File: src/rtl/multi_debounce_button.sv
// N-channel button debouncer: per-channel sync + polarity, debounced level,
// one-cycle rise/fall/long-press strobes; shared run-time count/delay config.
// Ports: clk, reset (sync, active-high); *_delay/*_min_count/long_press_count
// config (CNT_W); din_bounce raw pins; dout_debounced, rise_pulse,
// fall_pulse, long_press per-channel outputs (NUM_CH).
module multi_debounce_button #(
  parameter int          NUM_CH          = 4,
  parameter int          CNT_W           = 32,
  parameter int          SYNC_STAGES     = 2,
  parameter logic [31:0] ACTIVE_LOW_MASK = 32'h0
) (
  input  logic              clk,
  input  logic              reset,
  input  logic [CNT_W-1:0]  post_rising_edge_delay,
  input  logic [CNT_W-1:0]  post_falling_edge_delay,
  input  logic [CNT_W-1:0]  rising_edge_min_count,
  input  logic [CNT_W-1:0]  falling_edge_min_count,
  input  logic [CNT_W-1:0]  long_press_count,
  input  logic [NUM_CH-1:0] din_bounce,
  output logic [NUM_CH-1:0] dout_debounced,
  output logic [NUM_CH-1:0] rise_pulse,
  output logic [NUM_CH-1:0] fall_pulse,
  output logic [NUM_CH-1:0] long_press
);

  typedef enum logic [2:0] {
    INIT, START, LOW, HIGH, HOLD_R, HOLD_F
  } state_e;

  localparam logic [CNT_W-1:0] CNT_MAX   = '1;
  localparam logic [CNT_W-1:0] ONE       = CNT_W'(1);
  localparam logic [CNT_W-1:0] INIT_WAIT = CNT_W'(SYNC_STAGES);

  function automatic logic [CNT_W-1:0] sat_inc(
    input logic [CNT_W-1:0] v
  );
    return (v == CNT_MAX) ? v : v + ONE;
  endfunction

  // Zero thresholds behave as 1 so a channel can never stall.
  logic [CNT_W-1:0] rise_thr, fall_thr;
  logic [CNT_W-1:0] rdly_thr, fdly_thr;

  assign rise_thr = (rising_edge_min_count == '0) ?
                    ONE : rising_edge_min_count;
  assign fall_thr = (falling_edge_min_count == '0) ?
                    ONE : falling_edge_min_count;
  assign rdly_thr = (post_rising_edge_delay == '0) ?
                    ONE : post_rising_edge_delay;
  assign fdly_thr = (post_falling_edge_delay == '0) ?
                    ONE : post_falling_edge_delay;

  for (genvar i = 0; i < NUM_CH; i++) begin : g_ch
    logic [SYNC_STAGES-1:0] sync_q;
    state_e                 state_q, state_d;
    logic [CNT_W-1:0]       min_q, min_d;
    logic [CNT_W-1:0]       dly_q, dly_d;
    logic [CNT_W-1:0]       lp_q, lp_d;
    logic                   dout_q, dout_d;
    logic                   rise_q, rise_d;
    logic                   fall_q, fall_d;
    logic                   lpp_q, lpp_d;
    logic                   s;
    logic                   lp_run;
    logic [CNT_W-1:0]       min_inc, dly_inc;

    assign s       = sync_q[SYNC_STAGES-1] ^ ACTIVE_LOW_MASK[i];
    assign min_inc = sat_inc(min_q);
    assign dly_inc = sat_inc(dly_q);
    // Counter stops at the threshold, so the strobe fires once per press.
    assign lp_run  = (long_press_count != '0) &&
                     (lp_q < long_press_count);

    always_ff @(posedge clk) begin
      if (reset) begin
        sync_q  <= '0;
        state_q <= INIT;
        min_q   <= '0;
        dly_q   <= '0;
        lp_q    <= '0;
        dout_q  <= 1'b0;
        rise_q  <= 1'b0;
        fall_q  <= 1'b0;
        lpp_q   <= 1'b0;
      end else begin
        sync_q  <= {sync_q[SYNC_STAGES-2:0], din_bounce[i]};
        state_q <= state_d;
        min_q   <= min_d;
        dly_q   <= dly_d;
        lp_q    <= lp_d;
        dout_q  <= dout_d;
        rise_q  <= rise_d;
        fall_q  <= fall_d;
        lpp_q   <= lpp_d;
      end
    end

    always_comb begin
      state_d = state_q;
      min_d   = min_q;
      dly_d   = dly_q;
      lp_d    = lp_q;
      dout_d  = dout_q;
      rise_d  = 1'b0;
      fall_d  = 1'b0;
      lpp_d   = 1'b0;
      unique case (state_q)
        INIT: begin
          // Min counter doubles as the flush timer.
          if (min_q >= INIT_WAIT) begin
            state_d = START;
          end else begin
            min_d = min_inc;
          end
        end
        START: begin
          dout_d  = s;
          min_d   = '0;
          dly_d   = '0;
          lp_d    = '0;
          state_d = s ? HIGH : LOW;
        end
        LOW: begin
          min_d = s ? min_inc : '0;
          if (s && (min_inc >= rise_thr)) begin
            dout_d  = 1'b1;
            rise_d  = 1'b1;
            min_d   = '0;
            dly_d   = '0;
            lp_d    = '0;
            state_d = HOLD_R;
          end
        end
        HIGH: begin
          min_d = !s ? min_inc : '0;
          if (!s && (min_inc >= fall_thr)) begin
            dout_d  = 1'b0;
            fall_d  = 1'b1;
            min_d   = '0;
            dly_d   = '0;
            lp_d    = '0;
            state_d = HOLD_F;
          end else if (lp_run) begin
            lp_d  = lp_q + ONE;
            lpp_d = (lp_q + ONE == long_press_count);
          end
        end
        HOLD_R: begin
          dly_d = dly_inc;
          if (dly_inc >= rdly_thr) begin
            min_d   = '0;
            state_d = HIGH;
          end
          if (lp_run) begin
            lp_d  = lp_q + ONE;
            lpp_d = (lp_q + ONE == long_press_count);
          end
        end
        HOLD_F: begin
          dly_d = dly_inc;
          if (dly_inc >= fdly_thr) begin
            min_d   = '0;
            state_d = LOW;
          end
        end
        default: state_d = INIT;
      endcase
    end

    assign dout_debounced[i] = dout_q;
    assign rise_pulse[i]     = rise_q;
    assign fall_pulse[i]     = fall_q;
    assign long_press[i]     = lpp_q;
  end

endmodule

File: config.mk
export PLATFORM = sky130hd
export DESIGN_NAME = multi_debounce_button
export DESIGN_NICKNAME = d
export VERILOG_FILES = /design/src/rtl/multi_debounce_button.sv
export SDC_FILE = /design/constraint.sdc
export NUM_CORES = 2
export LEC_CHECK = 0
export ABC_AREA = 1
export CORE_ASPECT_RATIO = 0.7
export CORE_MARGIN = 2
export CORE_UTILIZATION = 51
export DETAILED_ROUTE_END_ITERATION = 16
export GPL_TIMING_DRIVEN = 0
export PLACE_DENSITY = 0.68
export SETUP_SLACK_MARGIN = 0.5
export SYNTH_ARGS = -nofsm -noshare
export SYNTH_HDL_FRONTEND = slang
export SYNTH_SLANG_ARGS = --single-unit
File: constraint.sdc
create_clock -name clk -period 4.75 [get_ports clk]
set_input_delay 0.7125 -clock clk [delete_from_list [all_inputs] [get_ports clk]]
set_output_delay 0.7125 -clock clk [all_outputs]
set_load 0.005 [all_outputs]
==> run summary <==
The run gives 650 ps as the insertion delay of the later-clocked pin in the worst-skew pair. Detailed router's first-iteration violation count: 6,824. After floorplanning, the core was sized to cover 88,600 um2. Post-layout utilization of the core: 64.4%. The length of the first detailed-routing pass in iterations was 7. During placement, the flow inserted port buffers numbering 177.

From bottom edge to top edge, the die measures 255 um. The setup TNS was 0 ps. The worst register-to-register path begins at g_ch[3].min_q[2]. Summing all non-filler instances in the final layout gives an area of 57,000 um2.

The run finished with clean final reports. On the final layout, the worst clock skew is 24.2 ps. The number of nets in the synthesized netlist is 7,996. The relative area change from synthesis to final layout was 24.3%; the worst-case register-to-register setup slack was 100 ps.

The cell depth of the worst hold path works out to 2. For this run, design rule violations remaining after detail routing come to 0. Top achievable clock speed: 215 MHz. The most frequently used flop master after synthesis is dfxtp_1. The tools report the total via count in the routed design as 53,700. For the total of endpoints with negative setup slack in the final report, the log shows 0. The congestion estimate from routability-driven global placement came to 1.02. Clock-pin slew was measured on the worst setup and hold paths at 60 ps.

Counting instances in the post-synthesis netlist gives the leading cell types as 1,692 x nand2_1, 864 x inv_1, 670 x nor2_1, 638 x ha_1, 553 x nand3_1. The tools report the origin of the worst min-delay path as g_ch[3].sync_q[0]. The worst path uses 98.0% of the clock period. The cell count after synthesis came out at 7,192. The maximum clock path buffer count is 3.

The number of flops mapped to enable cells by yosys is 0. For this design the ratio of total power to cell area is 298 nW/um2. In this run the static leakage power is 27.1 nW. After synthesis the cells add up to 45,900 um2. For this run, the number of Yosys warnings is 0. Entering global routing, the biggest net connects 15 pins. The leading cell type by number of instances after synthesis was nand2_1. Setup repair after global routing could not meet its margin everywhere. At the pin with the least slew margin, the transition time is 1450 ps. The type of destination of the critical path is a flop. At the end of the flow, the number of nets in the layout was 8,482. The tools report the number of global-route vias before repair as 47,400. Across every metal layer, demand over resource in global routing totals 39.0%. The tools report the final hold violation count as 0. The count of hold-fix buffers inserted at cts was 0; the count of antenna-violating nets left after detailed routing was 0.

Average wire per standard cell: 21.7 um. The number of pins with negative max-slew slack in the final report came out at 0. The placed instances occupy a cell area of 49,100 um2. The total overflow left after global routing is 0. Critical path class: flop to flop. Maximum vdd drop: 325 uV. The final worst hold slack was 403 ps. On the critical path, the stage with the largest delay is an instance of a21oi_1. The tightest min-delay check is of the flop to flop type.

After synthesis, the cell types taking the most area are dfxtp_1 18%, ha_1 17%, nand2_1 14%. The synthesized netlist contains 65 unique library cells. The shortest clock period the worst path allows after layout works out to 4650 ps. After synthesis, the largest area contributor takes up 18.3% of total cell area. The placed wire-length estimate after detailed placement was 142 mm; the register bit total from synthesis was 420. For this run, asynchronously set or reset flops after synthesis account for 0%. The endpoint identified for the worst register-to-register timing path is g_ch[3].dly_q[20]. STA puts the critical path data required time at 5320 ps.

For the initial antenna violation count, the log shows 5. TritonCTS built the clock tree. For this design the top-level I/O count stands at 182.

Summed over all layers, the routed wires come to 192 mm. Buffers inserted during clock tree synthesis total 50. The die outline area is 92,400 um2, and the global-route wire length before repair is 281 mm. The clock drives 420 sinks. The proportion of layout cells with a drive suffix above 1 works out to 14.9%. The initial cell density of the core was 51.8%.

The worst setup path is launched from a flop. In this design, the stage delay of the slowest critical-path cell is 600 ps. The relative max-transition margin was 3.18%. In this run the worst path has a maximum fanout of 8. The worst hold path terminates at g_ch[3].sync_q[1]. The biggest area consumer among synthesized cells is dfxtp_1. The number of fillers in the final layout was 8,094. The worst register-to-register path has a depth of 27. After synthesis, flip-flops and latches occupy 18.3% of the total area.

Max-cap violations in this run came to 0. The average footprint of a synthesized cell came out at 6.38 um2. The tree is rooted in a clkbuf_16. The run gives 5230 ps as the arrival time of data at the critical path endpoint.

The average via count per standard cell works out to 6.04. The number of rows in the core area was 91; the horizontal die dimension was 362 um. The H-tree depth reported by CTS came out at 2.
## registers in the layout, summed over array words and instances (netlist names)
name and count:
g_ch.sync_q 8, g_ch.fall_q 4, g_ch.lp_q 128, g_ch.min_q 128, g_ch.state_q 12, g_ch.rise_q 4
g_ch.dout_q 4, g_ch.dly_q 128, g_ch.lpp_q 4
## placed cells by master (no fill, tap or decap), types with 24 or more instances in the layout
cell type / instances
inv_2: 28
inv_1: 832
o211ai_1: 67
xnor2_1: 52
o21ai_0: 281
buf_6: 36
nand2_2: 78
nor2_4: 29
nor3_1: 134
clkbuf_1: 129
nor4_1: 68
nor2_1: 627
ha_4: 24
nand2_1: 1591
a21oi_2: 53
a31oi_1: 53
xor2_1: 247
clkbuf_16: 61
clkdlybuf4s50_1: 175
nand3_2: 110
nand3_1: 439
nand3b_1: 46
nand2_4: 54
nor2_2: 29
nand4_1: 256
buf_4: 248
dfxtp_1: 357
ha_1: 614
a211oi_1: 40
dfxtp_2: 53
a21oi_1: 447
## stage by stage
| stage | std cells | power [W] | setup slack (ps) |
|---|---|---|---|
| after floorplan | 7192 | 0.00829 | 629 |
| after global placement | 8531 | 0.0103 | -1350 |
| after detailed placement | 8531 | 0.0104 | -1390 |
| after CTS | 8800 | 0.0159 | 244 |
| after global routing | 8881 | 0.0178 | -18.1 |
| final | 8884 | 0.0170 | 95.5 |
## power by group
part / leakage [nW] / internal, W / total [W] / switching [W]
registers: 3.43 / 0.00380 / 0.00414 / 0.000341
clock network: 0.898 / 0.00261 / 0.00442 / 0.00181
logic: 22.8 / 0.00308 / 0.00844 / 0.00536
total: 27.1 / 0.00949 / 0.0170 / 0.00751
## worst max-delay path, delay by kind of cell (launching register included)
family | cells | cell delay [ps]
fa+ha+maj | 1 | 400
simple gates | 16 | 1660
buf+inv | 5 | 630
compound gates | 5 | 1340
flops | 1 | 480
## layout make-up
| type | count | area, um2 | area share (%) |
|---|---|---|---|
| Antenna cell | 4 | 10.0 | 0.0176 |
| Buffer | 245 | 1570 | 2.76 |
| Clock buffer | 64 | 1430 | 2.50 |
| Clock inverter | 28 | 390 | 0.685 |
| Inverter | 887 | 3390 | 5.95 |
| Multi-Input combinational cell | 5641 | 36200 | 63.5 |
| Sequential cell | 420 | 8510 | 14.9 |
| Tap cell | 1162 | 1450 | 2.55 |
| Timing Repair Buffer | 433 | 4030 | 7.07 |
## metal layers
metal	GRT usage, %	wire (um)	part of all wire [%]
met2	55.5	76800	40
met4	12.9	6890	3.6
met5	0	325	0.17
met3	11.7	26500	14
met1	55.7	82000	43
## cells by family after synthesis
family                   synth area share, %
AND/OR/NAND/NOR                         35.1
buffers and inverters                   9.87
AO/OA/AOI/OAI                           12.8
adder cells (fa/ha/maj)                 17.4
flip-flops                              18.3
XOR/XNOR                                6.47
multiplexers                          0.0655
## worst max-delay path by stage
| stage | end | slack [ps] | from |
|---|---|---|---|
| 2_1_floorplan | g_ch[1].min_q[13] | 630 | g_ch[1].dly_q[0] |
| 3_3_place_gp | g_ch[3].min_q[24] | -1350 | g_ch[3].dly_q[0] |
| 3_5_place_dp | g_ch[3].min_q[16] | -1390 | g_ch[3].dly_q[0] |
| 4_1_cts | g_ch[3].dly_q[2] | 240 | g_ch[3].min_q[1] |
| 5_1_grt | g_ch[0].min_q[28] | -20 | g_ch[0].min_q[1] |
| 6_report | g_ch[3].dly_q[20] | 100 | g_ch[3].min_q[2] |
## what timing repair did
action                     4_1_cts  5_1_grt
resized for setup              413      518
setup endpoints to repair      412      412
gates cloned                    11       10
pin swaps                      135      187
buffers inserted               166       69
Power figures use the tool's default switching activity.
